--- config.mk ---
export PLATFORM = sky130hd
export DESIGN_NAME = sdi_xcvr_lane_adapter_flat
export DESIGN_NICKNAME = d
export VERILOG_FILES = /design/src/rtl/sdi_xcvr_pkg.sv /design/src/rtl/sdi_xcvr_lane_adapter_if.sv /design/src/rtl/sdi_lock_qualifier.sv /design/src/rtl/sdi_xcvr_lane_adapter.sv /design/src/flat_wrapper.sv
export SDC_FILE = /design/constraint.sdc
export NUM_CORES = 1
export LEC_CHECK = 0
export BUFFER_PORTS_ARGS = -buffer_cell sky130_fd_sc_hd__buf_2
export CORE_AREA = 2 2 413 415
export CTS_CLUSTER_SIZE = 25
export DETAILED_ROUTE_END_ITERATION = 8
export DIE_AREA = 0 0 415 417
export HOLD_SLACK_MARGIN = 0.08
export PLACE_DENSITY = 0.3
export SETUP_SLACK_MARGIN = 0.4
export SLEW_MARGIN = 20
export SYNTH_ARGS = -nofsm -noshare
export SYNTH_HDL_FRONTEND = slang
export SYNTH_SLANG_ARGS = --single-unit
export TNS_END_PERCENT = 1
--- constraint.sdc ---
create_clock -name clk -period 2.6 [get_ports clk]
set_input_delay 0.13 -clock clk [delete_from_list [all_inputs] [get_ports clk]]
set_output_delay 0.13 -clock clk [all_outputs]
set_load 0.01 [all_outputs]
--- src/rtl/sdi_xcvr_pkg.sv ---
// Shared types and constants for the SDI transceiver lane adapter.
package sdi_xcvr_pkg;

   typedef enum logic [1:0] {
      UNLOCKED = 2'd0,
      QUALIFY  = 2'd1,
      LOCKED   = 2'd2
   } lock_state_t;

   localparam int unsigned LOL_W = 8;
   localparam logic [LOL_W-1:0] LOL_MAX = '1;

endpackage : sdi_xcvr_pkg

--- src/rtl/sdi_xcvr_lane_adapter_if.sv ---
// Bundle of core-side and PHY-side lane signals for the lane adapter.
interface sdi_xcvr_lane_adapter_if
   import sdi_xcvr_pkg::*;
#(
   parameter int unsigned NUM_CH = 4,
   parameter int unsigned DATA_W = 64
);
   logic [NUM_CH*DATA_W-1:0] tx_data_a;
   logic [NUM_CH-1:0]        tx_en;
   logic [NUM_CH*DATA_W-1:0] tx_parallel_data;
   logic [NUM_CH*DATA_W-1:0] rx_parallel_data;
   logic [NUM_CH-1:0]        rx_is_lockedtodata;
   logic [NUM_CH*DATA_W-1:0] rx_data_a;
   logic [NUM_CH-1:0]        rx_valid_a;
   logic [NUM_CH*LOL_W-1:0]  lol_count;
   logic                     lol_clear;
   logic                     test_reset_n_a;

   // Environment side: core and PHY models driving the adapter.
   modport master (
      output tx_data_a, tx_en, rx_parallel_data, rx_is_lockedtodata, lol_clear,
      input  tx_parallel_data, rx_data_a, rx_valid_a, lol_count, test_reset_n_a
   );

   // Adapter side.
   modport slave (
      input  tx_data_a, tx_en, rx_parallel_data, rx_is_lockedtodata, lol_clear,
      output tx_parallel_data, rx_data_a, rx_valid_a, lol_count, test_reset_n_a
   );
endinterface : sdi_xcvr_lane_adapter_if

--- src/rtl/sdi_lock_qualifier.sv ---
// Per-lane CDR lock debounce FSM, loss-of-lock counter and RX data register.
module sdi_lock_qualifier
   import sdi_xcvr_pkg::*;
#(
   parameter int unsigned DATA_W      = 64,
   parameter int unsigned LOCK_CYCLES = 1024
) (
   input  logic              clk,
   input  logic              reset,
   input  logic              i_lock,
   input  logic [DATA_W-1:0] i_rx_data,
   input  logic              i_lol_clear,
   output logic [DATA_W-1:0] o_rx_data,
   output logic              o_rx_valid,
   output logic [LOL_W-1:0]  o_lol_count
);
   localparam int unsigned CNT_W = (LOCK_CYCLES > 1) ? $clog2(LOCK_CYCLES) : 1;

   lock_state_t       r_state, w_state_nxt;
   logic [CNT_W-1:0]  r_qcnt, w_qcnt_nxt;
   logic [LOL_W-1:0]  r_lol, w_lol_nxt;
   logic [DATA_W-1:0] r_rx_data, w_rx_data_nxt;
   logic              w_lol_event;

   // State, counters and RX data register.
   always_ff @(posedge clk) begin
      if (reset) begin
         r_state   <= UNLOCKED;
         r_qcnt    <= '0;
         r_lol     <= '0;
         r_rx_data <= '0;
      end else begin
         r_state   <= w_state_nxt;
         r_qcnt    <= w_qcnt_nxt;
         r_lol     <= w_lol_nxt;
         r_rx_data <= w_rx_data_nxt;
      end
   end

   // Next-state, qualify counter, saturating lol counter and RX data gating.
   always_comb begin
      w_state_nxt   = r_state;
      w_qcnt_nxt    = r_qcnt;
      w_lol_event   = 1'b0;
      w_lol_nxt     = r_lol;
      w_rx_data_nxt = '0;

      case (r_state)
         UNLOCKED: begin
            if (i_lock) begin
               w_state_nxt = QUALIFY;
               w_qcnt_nxt  = '0;
            end
         end
         QUALIFY: begin
            if (!i_lock) begin
               w_state_nxt = UNLOCKED;
            end else if (r_qcnt == CNT_W'(LOCK_CYCLES - 1)) begin
               w_state_nxt = LOCKED;
            end else begin
               w_qcnt_nxt = r_qcnt + CNT_W'(1);
            end
         end
         LOCKED: begin
            if (!i_lock) begin
               w_state_nxt = UNLOCKED;
               w_lol_event = 1'b1;
            end
         end
         default: w_state_nxt = UNLOCKED;
      endcase

      // A clear coinciding with a new loss keeps that loss counted.
      if (i_lol_clear) begin
         w_lol_nxt = w_lol_event ? LOL_W'(1) : '0;
      end else if (w_lol_event && (r_lol != LOL_MAX)) begin
         w_lol_nxt = r_lol + LOL_W'(1);
      end

      if (w_state_nxt == LOCKED) begin
         w_rx_data_nxt = i_rx_data;
      end
   end

   assign o_rx_data   = r_rx_data;
   assign o_rx_valid  = (r_state == LOCKED);
   assign o_lol_count = r_lol;

endmodule : sdi_lock_qualifier

--- src/rtl/sdi_xcvr_lane_adapter.sv ---
// Multi-lane adapter between transceiver PHY parallel ports and SDI core.
module sdi_xcvr_lane_adapter
   import sdi_xcvr_pkg::*;
#(
   parameter int unsigned     NUM_CH      = 4,
   parameter int unsigned     DATA_W      = 64,
   parameter int unsigned     LOCK_CYCLES = 1024,
   parameter int unsigned     RST_CYCLES  = 256,
   parameter logic [DATA_W-1:0] IDLE_WORD = '0
) (
   input  logic                    clk,
   input  logic                    reset,
   sdi_xcvr_lane_adapter_if.slave  bus
);
   localparam int unsigned RST_W = $clog2(RST_CYCLES + 1);

   logic [NUM_CH*DATA_W-1:0] r_tx_data;
   logic [RST_W-1:0]         r_rst_cnt;
   logic                     r_test_rst_n;
   logic [NUM_CH*DATA_W-1:0] w_rx_data;
   logic [NUM_CH-1:0]        w_rx_valid;
   logic [NUM_CH*LOL_W-1:0]  w_lol_count;

   // Stretched test reset: count down after reset release, then release.
   always_ff @(posedge clk) begin
      if (reset) begin
         r_rst_cnt    <= RST_W'(RST_CYCLES);
         r_test_rst_n <= 1'b0;
      end else begin
         if (r_rst_cnt != '0) begin
            r_rst_cnt <= r_rst_cnt - RST_W'(1);
         end
         r_test_rst_n <= (r_rst_cnt == '0);
      end
   end

   // TX register with idle substitution for disabled lanes or test reset.
   always_ff @(posedge clk) begin
      for (int i = 0; i < NUM_CH; i++) begin
         if (reset) begin
            r_tx_data[i*DATA_W +: DATA_W] <= IDLE_WORD;
         end else if (bus.tx_en[i] && r_test_rst_n) begin
            r_tx_data[i*DATA_W +: DATA_W] <= bus.tx_data_a[i*DATA_W +: DATA_W];
         end else begin
            r_tx_data[i*DATA_W +: DATA_W] <= IDLE_WORD;
         end
      end
   end

   for (genvar g = 0; g < NUM_CH; g++) begin : g_lane
      sdi_lock_qualifier #(
         .DATA_W      (DATA_W),
         .LOCK_CYCLES (LOCK_CYCLES)
      ) u_lock_qual (
         .clk         (clk),
         .reset       (reset),
         .i_lock      (bus.rx_is_lockedtodata[g]),
         .i_rx_data   (bus.rx_parallel_data[g*DATA_W +: DATA_W]),
         .i_lol_clear (bus.lol_clear),
         .o_rx_data   (w_rx_data[g*DATA_W +: DATA_W]),
         .o_rx_valid  (w_rx_valid[g]),
         .o_lol_count (w_lol_count[g*LOL_W +: LOL_W])
      );
   end

   assign bus.tx_parallel_data = r_tx_data;
   assign bus.rx_data_a        = w_rx_data;
   assign bus.rx_valid_a       = w_rx_valid;
   assign bus.lol_count        = w_lol_count;
   assign bus.test_reset_n_a   = r_test_rst_n;

endmodule : sdi_xcvr_lane_adapter

--- src/flat_wrapper.sv ---
// flat-port wrapper written by rule: the top's interface ports become plain ports
module sdi_xcvr_lane_adapter_flat import sdi_xcvr_pkg::*;
#(
   parameter int unsigned     NUM_CH      = 4,
   parameter int unsigned     DATA_W      = 64,
   parameter int unsigned     LOCK_CYCLES = 1024,
   parameter int unsigned     RST_CYCLES  = 256,
   parameter logic [DATA_W-1:0] IDLE_WORD = '0
)
  (clk, reset, bus_tx_data_a, bus_tx_en, bus_rx_parallel_data, bus_rx_is_lockedtodata, bus_lol_clear, bus_tx_parallel_data, bus_rx_data_a, bus_rx_valid_a, bus_lol_count, bus_test_reset_n_a);
  sdi_xcvr_lane_adapter_if #(.NUM_CH(NUM_CH), .DATA_W(DATA_W)) bus_i ();
  input  logic clk;
  input  logic reset;
  input wire logic [$bits(bus_i.tx_data_a)-1:0] bus_tx_data_a;
  input wire logic [$bits(bus_i.tx_en)-1:0] bus_tx_en;
  input wire logic [$bits(bus_i.rx_parallel_data)-1:0] bus_rx_parallel_data;
  input wire logic [$bits(bus_i.rx_is_lockedtodata)-1:0] bus_rx_is_lockedtodata;
  input wire logic [$bits(bus_i.lol_clear)-1:0] bus_lol_clear;
  output wire logic [$bits(bus_i.tx_parallel_data)-1:0] bus_tx_parallel_data;
  output wire logic [$bits(bus_i.rx_data_a)-1:0] bus_rx_data_a;
  output wire logic [$bits(bus_i.rx_valid_a)-1:0] bus_rx_valid_a;
  output wire logic [$bits(bus_i.lol_count)-1:0] bus_lol_count;
  output wire logic [$bits(bus_i.test_reset_n_a)-1:0] bus_test_reset_n_a;
  assign bus_i.tx_data_a = bus_tx_data_a;
  assign bus_i.tx_en = bus_tx_en;
  assign bus_i.rx_parallel_data = bus_rx_parallel_data;
  assign bus_i.rx_is_lockedtodata = bus_rx_is_lockedtodata;
  assign bus_i.lol_clear = bus_lol_clear;
  assign bus_tx_parallel_data = bus_i.tx_parallel_data;
  assign bus_rx_data_a = bus_i.rx_data_a;
  assign bus_rx_valid_a = bus_i.rx_valid_a;
  assign bus_lol_count = bus_i.lol_count;
  assign bus_test_reset_n_a = bus_i.test_reset_n_a;
  sdi_xcvr_lane_adapter #(.NUM_CH(NUM_CH), .DATA_W(DATA_W), .LOCK_CYCLES(LOCK_CYCLES), .RST_CYCLES(RST_CYCLES), .IDLE_WORD(IDLE_WORD)) u_core (.clk(clk), .reset(reset), .bus(bus_i));
endmodule
# After elaboration in Yosys (flattened, before gate mapping)
# Cells that the tools add are included.
[word_totals]
reg_bits = 602
in_bits = 523
out_inout_bits = 549
word_cells = 161
[classes]
n_addsub = 9
eq_ne = 32
muxes = 56
n_bitwise = 8
reduce_logical = 34
[op_table]
columns = ["cell", "count"]
rows = [
  ["2-to-1 mux 10 bit", 12],
  ["one-hot mux 10 bit (2 select lines)", 4],
  ["2-to-1 mux 8 bit", 8],
  ["adder 10 x 1 -> 10 bit (second input constant)", 4],
  ["== test 10 bit (second input constant)", 4],
  ["adder 8 x 1 -> 8 bit (second input constant)", 4],
  ["2-to-1 mux 2 bit", 16],
  ["inequality test 8 bit (second input constant)", 4],
  ["inequality test 2 bit (second input constant)", 12],
  ["one-hot mux 2 bit (3 select lines)", 4],
  ["== test 2 bit (second input constant)", 8],
  ["AND reduction 4 bit", 4],
  ["nonzero test 2 bit", 8],
  ["OR reduction 2 bit", 8],
  ["2-to-1 mux 1 bit", 12],
  ["zero test 9 bit", 1],
  ["nonzero test 9 bit", 1],
  ["subtractor 9 x 1 -> 9 bit (second input constant)", 1],
  ["== test 2 x 1 -> 1 bit (second input constant)", 4],
  ["logical AND 1 bit", 8],
  ["zero test 2 bit", 4],
  ["inverter 1 bit", 8],
]

# Longest topological paths before layout
[depth]
depth_word = 7
depth_mapped = 9
depth_no_buf = 6

# Cells and area by module
# A second synthesis with hierarchy kept.
[unflattened]
hier_cells = 1596
area_unflattened_um2 = 18403.9
[modules_own_cells]
columns = ["mod", "instances", "cells_per_inst", "area_each_um2", "seq_area_each_um2"]
rows = [
  ["sdi_lock_qualifier", 4, 245, 2753.9, 1681.6],
  ["sdi_xcvr_lane_adapter", 1, 616, 7388.3, 5325.1],
]

# Worst setup path after synthesis
# OpenSTA, ideal clock, no wires.
[synth_path]
path_type = "reg2reg"
start = "register u_core.g_lane[1].u_lock_qual.r_qcnt[0]"
end = "register u_core.g_lane[1].u_lock_qual.r_rx_data[14]"
setup_ns = 0.115
arrival_ns = 1.735
t_required_ns = 2.485
setup_slack_ns = 0.749
path_stages_with_launch = 10
path_buffers = 4
period_less_slack_ns = 1.851
path_cell_list = "dfxtp_1 > ha_1 > and3_1 > buf_2 > and3_1 > buf_2 > a21o_1 > buf_2 > clkbuf_1 > and3_1"
[synth_via]
elab_chain_len = 7
[synth_rtl]
columns = ["element", "line_no", "source"]
rows = [
  ["start, declared", "sdi_lock_qualifier.sv:20", "logic [CNT_W-1:0] r_qcnt, w_qcnt_nxt;"],
  ["start signal, assigned", "sdi_lock_qualifier.sv:34", "r_qcnt <= w_qcnt_nxt;"],
  ["== test 10 bit", "sdi_lock_qualifier.sv:58", "end else if (r_qcnt == CNT_W'(LOCK_CYCLES - 1)) begin"],
  ["2-to-1 mux 2 bit", "sdi_lock_qualifier.sv:58", ""],
  ["2-to-1 mux 2 bit", "sdi_lock_qualifier.sv:56", "if (!i_lock) begin"],
  ["one-hot mux 2 bit (3 select lines)", "sdi_lock_qualifier.sv:48", "case (r_state)"],
  ["== test 2 bit", "sdi_lock_qualifier.sv:80", "if (w_state_nxt == LOCKED) begin"],
  ["inverter 1 bit (no line)", "--", ""],
  ["OR reduction 2 bit (no line)", "--", ""],
  ["end signal, assigned", "sdi_lock_qualifier.sv:36", "r_rx_data <= w_rx_data_nxt;"],
  ["end, declared", "sdi_lock_qualifier.sv:22", "logic [DATA_W-1:0] r_rx_data, w_rx_data_nxt;"],
]
# No other way between the ends.
# A chain may end at the register's enable or synchronous reset.

# Worst setup path in the final report
[layout_path]
start = "register u_core.r_test_rst_n, in the netlist u_core.bus.test_reset_n_a"
end = "register u_core.r_tx_data[181], in the netlist u_core.bus.tx_parallel_data[181]"
[layout_via]
elab_chain_len = 3
[layout_rtl]
columns = ["element", "line_no", "source"]
rows = [
  ["start, declared", "sdi_xcvr_lane_adapter.sv:19", "logic r_test_rst_n;"],
  ["start signal, assigned", "sdi_xcvr_lane_adapter.sv:33", "r_test_rst_n <= (r_rst_cnt == '0);"],
  ["logical AND 1 bit", "sdi_xcvr_lane_adapter.sv:42", "end else if (bus.tx_en[i] && r_test_rst_n) begin"],
  ["inverter 1 bit (no line)", "--", ""],
  ["OR reduction 2 bit (no line)", "--", ""],
  ["end signal, assigned by index", "sdi_xcvr_lane_adapter.sv:43", "r_tx_data[i*DATA_W +: DATA_W] <= bus.tx_data_a[i*DATA_W +: DATA_W];"],
  ["end, declared", "sdi_xcvr_lane_adapter.sv:17", "logic [NUM_CH*DATA_W-1:0] r_tx_data;"],
]
# No other way between the ends.

==> run_results.csv <==
group,metric,value,unit
global_route,grt-ovfl-total,0,
setup_path,path_cells,"nor2b_4 > buf_12 > buf_12 > and3_1 > dlygate4sd3_1",
clocking,cts_max_level,3,
floorplan,ioPinCount,1072,
floorplan,die-area,0.173,mm2
setup_path,worstSetupPathType,"flop to flop",
setup_path,worst_r2r_endpoint,"u_core.bus.tx_parallel_data[181]",
global_route,grt_pass1_vias,19400,
sta,fmax,0.483,GHz
synth,synth_seq_cells,602,
global_route,grt_max_degree,91,
global_route,antenna_found_initial,14,
synth,yosys_warnings,0,
setup_path,end_kind,"flop",
floorplan,initial_utilization,10.8,%
pwr,swShare,24.2,%
routing,drtIter0Drc,637,
setup_path,worst-path-buf-inv,3,
place,place_congestion,0.772,
routing,ant_nets,0,
setup_path,crit_family,"buffers and inverters",
synth,postSynthAreaPerCell,11.2,um2
synth,synth_cell_types,65,
setup_path,path_max_fanout,90,
synth,synth_adder_area_share,0.685,%
final_layout,layout_common_cells,"buf_2, dlygate4sd3_1, dfxtp_1",
setup_path,critical_path_arrival,2690,ps
synth,synth_simple_gate_area_share,24.2,%
setup_path,cp.depth,5,
sta,tightestPinTransition,857,ps
pwr,power.share.clock,50.1,%
sta,hold_violations,0,
final_layout,final_net_count,3894,
global_route,grt.total_usage,10.3,%
floorplan,fp-row-count,151,
final_layout,drive_above_1_share,36.1,%
clocking,cts_max_path_buffers,3,
setup_path,endpoint,"u_core.bus.tx_parallel_data[181]",
worst_hold_path,hp-class,"primary input to flop",
sta,finalCriticalPeriod,2070,ps
sta,slew_violations,0,
setup_path,reg2regPathDepth,5,
setup_path,reg2reg_slack,530,ps
synth,seq_area_frac_synth,66.0,%
synth,syn-cell-area,0.0183,mm2
clocking,tritoncts,"yes",
sta,period_share,79.6,%
synth,async_reset_ff_share,0,%
status,outcome,"finished, final reports clean",
final_layout,final_common_cell,"buf_2",
routing,route.detailed.drc,0,
setup_path,start_kind,"flop",
pwr,totalPowerFinal,22300,uW
pwr,p_leak,0.0178,uW
pwr,p_per_area,630,mW/mm2
place,place_hpwl,70.1,mm
routing,firstDrtPassIters,4,
final_layout,area_growth,94.1,%
setup_path,critPathSlowestCell,"dlygate4sd3_1",
routing,wl_per_cell,16.5,um
setup_path,rr_startpoint,"u_core.bus.test_reset_n_a",
pwr,max-vdd-ir-drop,443,uV
floorplan,die_height,417,um
floorplan,core,0.169,mm2
setup_path,required,3220,ps
synth,synth_top_family_by_area,"simple AND/OR/NAND/NOR gates",
routing,drt-vias-per-instance,3.27,
sta,setup_violations,0,
pwr,p_seq_share,42.2,%
setup_path,worst_path_most_repeated_cell,"buf_12",
clocking,clkSinkCount,602,
sta,fin_skew,22.1,ps
job,maxCapViolCount,0,
synth,syn_inst,1633,
sta,rsz0062_at_grt,"true",
floorplan,fp.dieW,415,um
sta,max-slew-margin-rel,42.1,%
clocking,clk_latency,690,ps
clocking,cts_buffers,81,
synth,synth_xor_area_share,1.15,%
synth,synth_compound_area_share,4.93,%
synth,synth.area.mux_share,0.274,%
routing,vias,18500,
routing,wl,93.1,mm
sta,final.setup.tns,0,ps
synth,synth_flop_cell,"dfxtp_1",
pwr,p_int,16900,uW
global_route,grt_first_pass_wirelength,131,mm
clocking,cts-root-buf,"clkbuf_16",
setup_path,max_stage_delay,540,ps
pwr,p_switching,5400,uW
synth,syn_nets,2166,
pwr,p_comb_share,7.7,%
place,port-buffer-count,1071,
setup_path,crit_path_start,"u_core.bus.test_reset_n_a",
synth,synth_edf_count,0,
clocking,clkSlewWorstSetupHoldPaths,60,ps
[flip-flops by register name, indices dropped and copies added (netlist names)]
| name | count |
|---|---|
| u_core.g_lane.u_lock_qual.r_qcnt | 40 |
| u_core.g_lane.u_lock_qual.r_state | 8 |
| u_core.bus.test_reset_n_a | 1 |
| u_core.g_lane.u_lock_qual.o_lol_count | 32 |
| u_core.r_rst_cnt | 9 |
| u_core.g_lane.u_lock_qual.o_rx_data | 256 |
| u_core.bus.tx_parallel_data | 256 |
[kinds of logic (layout without fill, tap and decap cells)]
| logic type | Yosys count | after routing |
|---|---|---|
| compound gates | 138 | 138 |
| xor+xnor | 24 | 24 |
| fa+ha+maj | 10 | 10 |
| buf+inv | 125 | 1911 |
| flops | 602 | 602 |
| mux | 5 | 5 |
| other cells | 0 | 5 |
| simple gates | 729 | 729 |
[cell type report]
cell class | instances | area, um2
clock inverter | 31 | 360
clock buffer | 110 | 2240
sequential | 602 | 12100
multi-input combinational | 906 | 5740
inverter | 15 | 56.3
fill | 18500 | 133000
tap | 2218 | 2780
antenna | 5 | 12.5
timing repair buffer | 1755 | 12200
[cell usage after synthesis (5+ instances only)]
library cell / count / share of area, %
ha_1: 10 / 0.69
inv_1: 13 / 0.27
dfxtp_1: 602 / 66
nor2_1: 40 / 0.82
o21ai_0: 27 / 0.74
nand2_1: 29 / 0.60
xor2_1: 20 / 0.96
or4_1: 13 / 0.53
nor2b_1: 12 / 0.41
nand4_1: 12 / 0.41
o2111ai_1: 6 / 0.29
buf_2: 6 / 0.16
o31ai_1: 14 / 0.58
or3_1: 16 / 0.55
nor3b_1: 5 / 0.21
nand3_1: 22 / 0.60
and2_1: 199 / 6.8
and4_1: 5 / 0.24
mux2i_1: 5 / 0.27
nor3_1: 8 / 0.22
a21oi_1: 41 / 1.1
a311oi_1: 6 / 0.29
clkbuf_1: 94 / 1.9
and3_1: 344 / 12
nand2b_1: 7 / 0.24
o211ai_1: 10 / 0.41
[through the flow]
step / cells / hold WS, ps / instance area (um2) / util [%] / worst slack [ps]
final: 5642 / 116 / 35400 / 21.0 / 531
after global routing: 5640 / 80.6 / 35400 / 21.0 / 334
after CTS: 5637 / 80.0 / 35400 / 21.0 / 457
after detailed placement: 4839 / 332 / 26300 / 15.6 / 508
after global placement: 4839 / 330 / 26300 / 15.6 / 489
after floorplan: 1633 / 252 / 18300 / - / 749
[power by group through the flow]
stage	sequential, uW	clock (uW)	combinational, uW
floorplan	9630	0	401
detailed placement	9630	0	1000
global route	9440	12100	1870
global placement	9630	0	1020
CTS	9420	11700	1740
finish	9430	11200	1710
[repair_timing]
item / 4_1_cts / 5_1_grt
hold endpoints to repair: 583 / 0
setup buffers: 0 / 0
hold buffers: 657 / 0
resized for setup: 0 / 1
setup endpoints to repair: 0 / 42
[per-layer routing]
layer	track usage (%)	wire, um	vias up
li1	-	-	9071
met1	11.0	35700	8498
met2	18.5	47200	696
met3	3.41	6320	178
met4	4.47	3810	10
met5	0	66	-
[worst register-to-register path: stages (launching register included)]
cell and delay (ps):
dfxtp_1 360, nor2b_4 170, buf_12 230, buf_12 450, and3_1 250, dlygate4sd3_1 540
[how the worst min path moves through the flow]
stage                              start  slack, ps  cells after the start                                          to
2_1_floorplan    bus_rx_parallel_data[0]        250                      1   u_core.g_lane[0].u_lock_qual.o_rx_data[0]
3_3_place_gp    bus_rx_parallel_data[63]        330                      2  u_core.g_lane[0].u_lock_qual.o_rx_data[63]
3_5_place_dp   bus_rx_parallel_data[212]        330                      2  u_core.g_lane[3].u_lock_qual.o_rx_data[20]
4_1_cts        bus_rx_parallel_data[142]         80                      3  u_core.g_lane[2].u_lock_qual.o_rx_data[14]
5_1_grt                     bus_tx_en[2]         80                      2            u_core.bus.tx_parallel_data[139]
6_report                    bus_tx_en[2]        120                      2            u_core.bus.tx_parallel_data[139]
No activity file was read; power rests on OpenSTA's default activity.
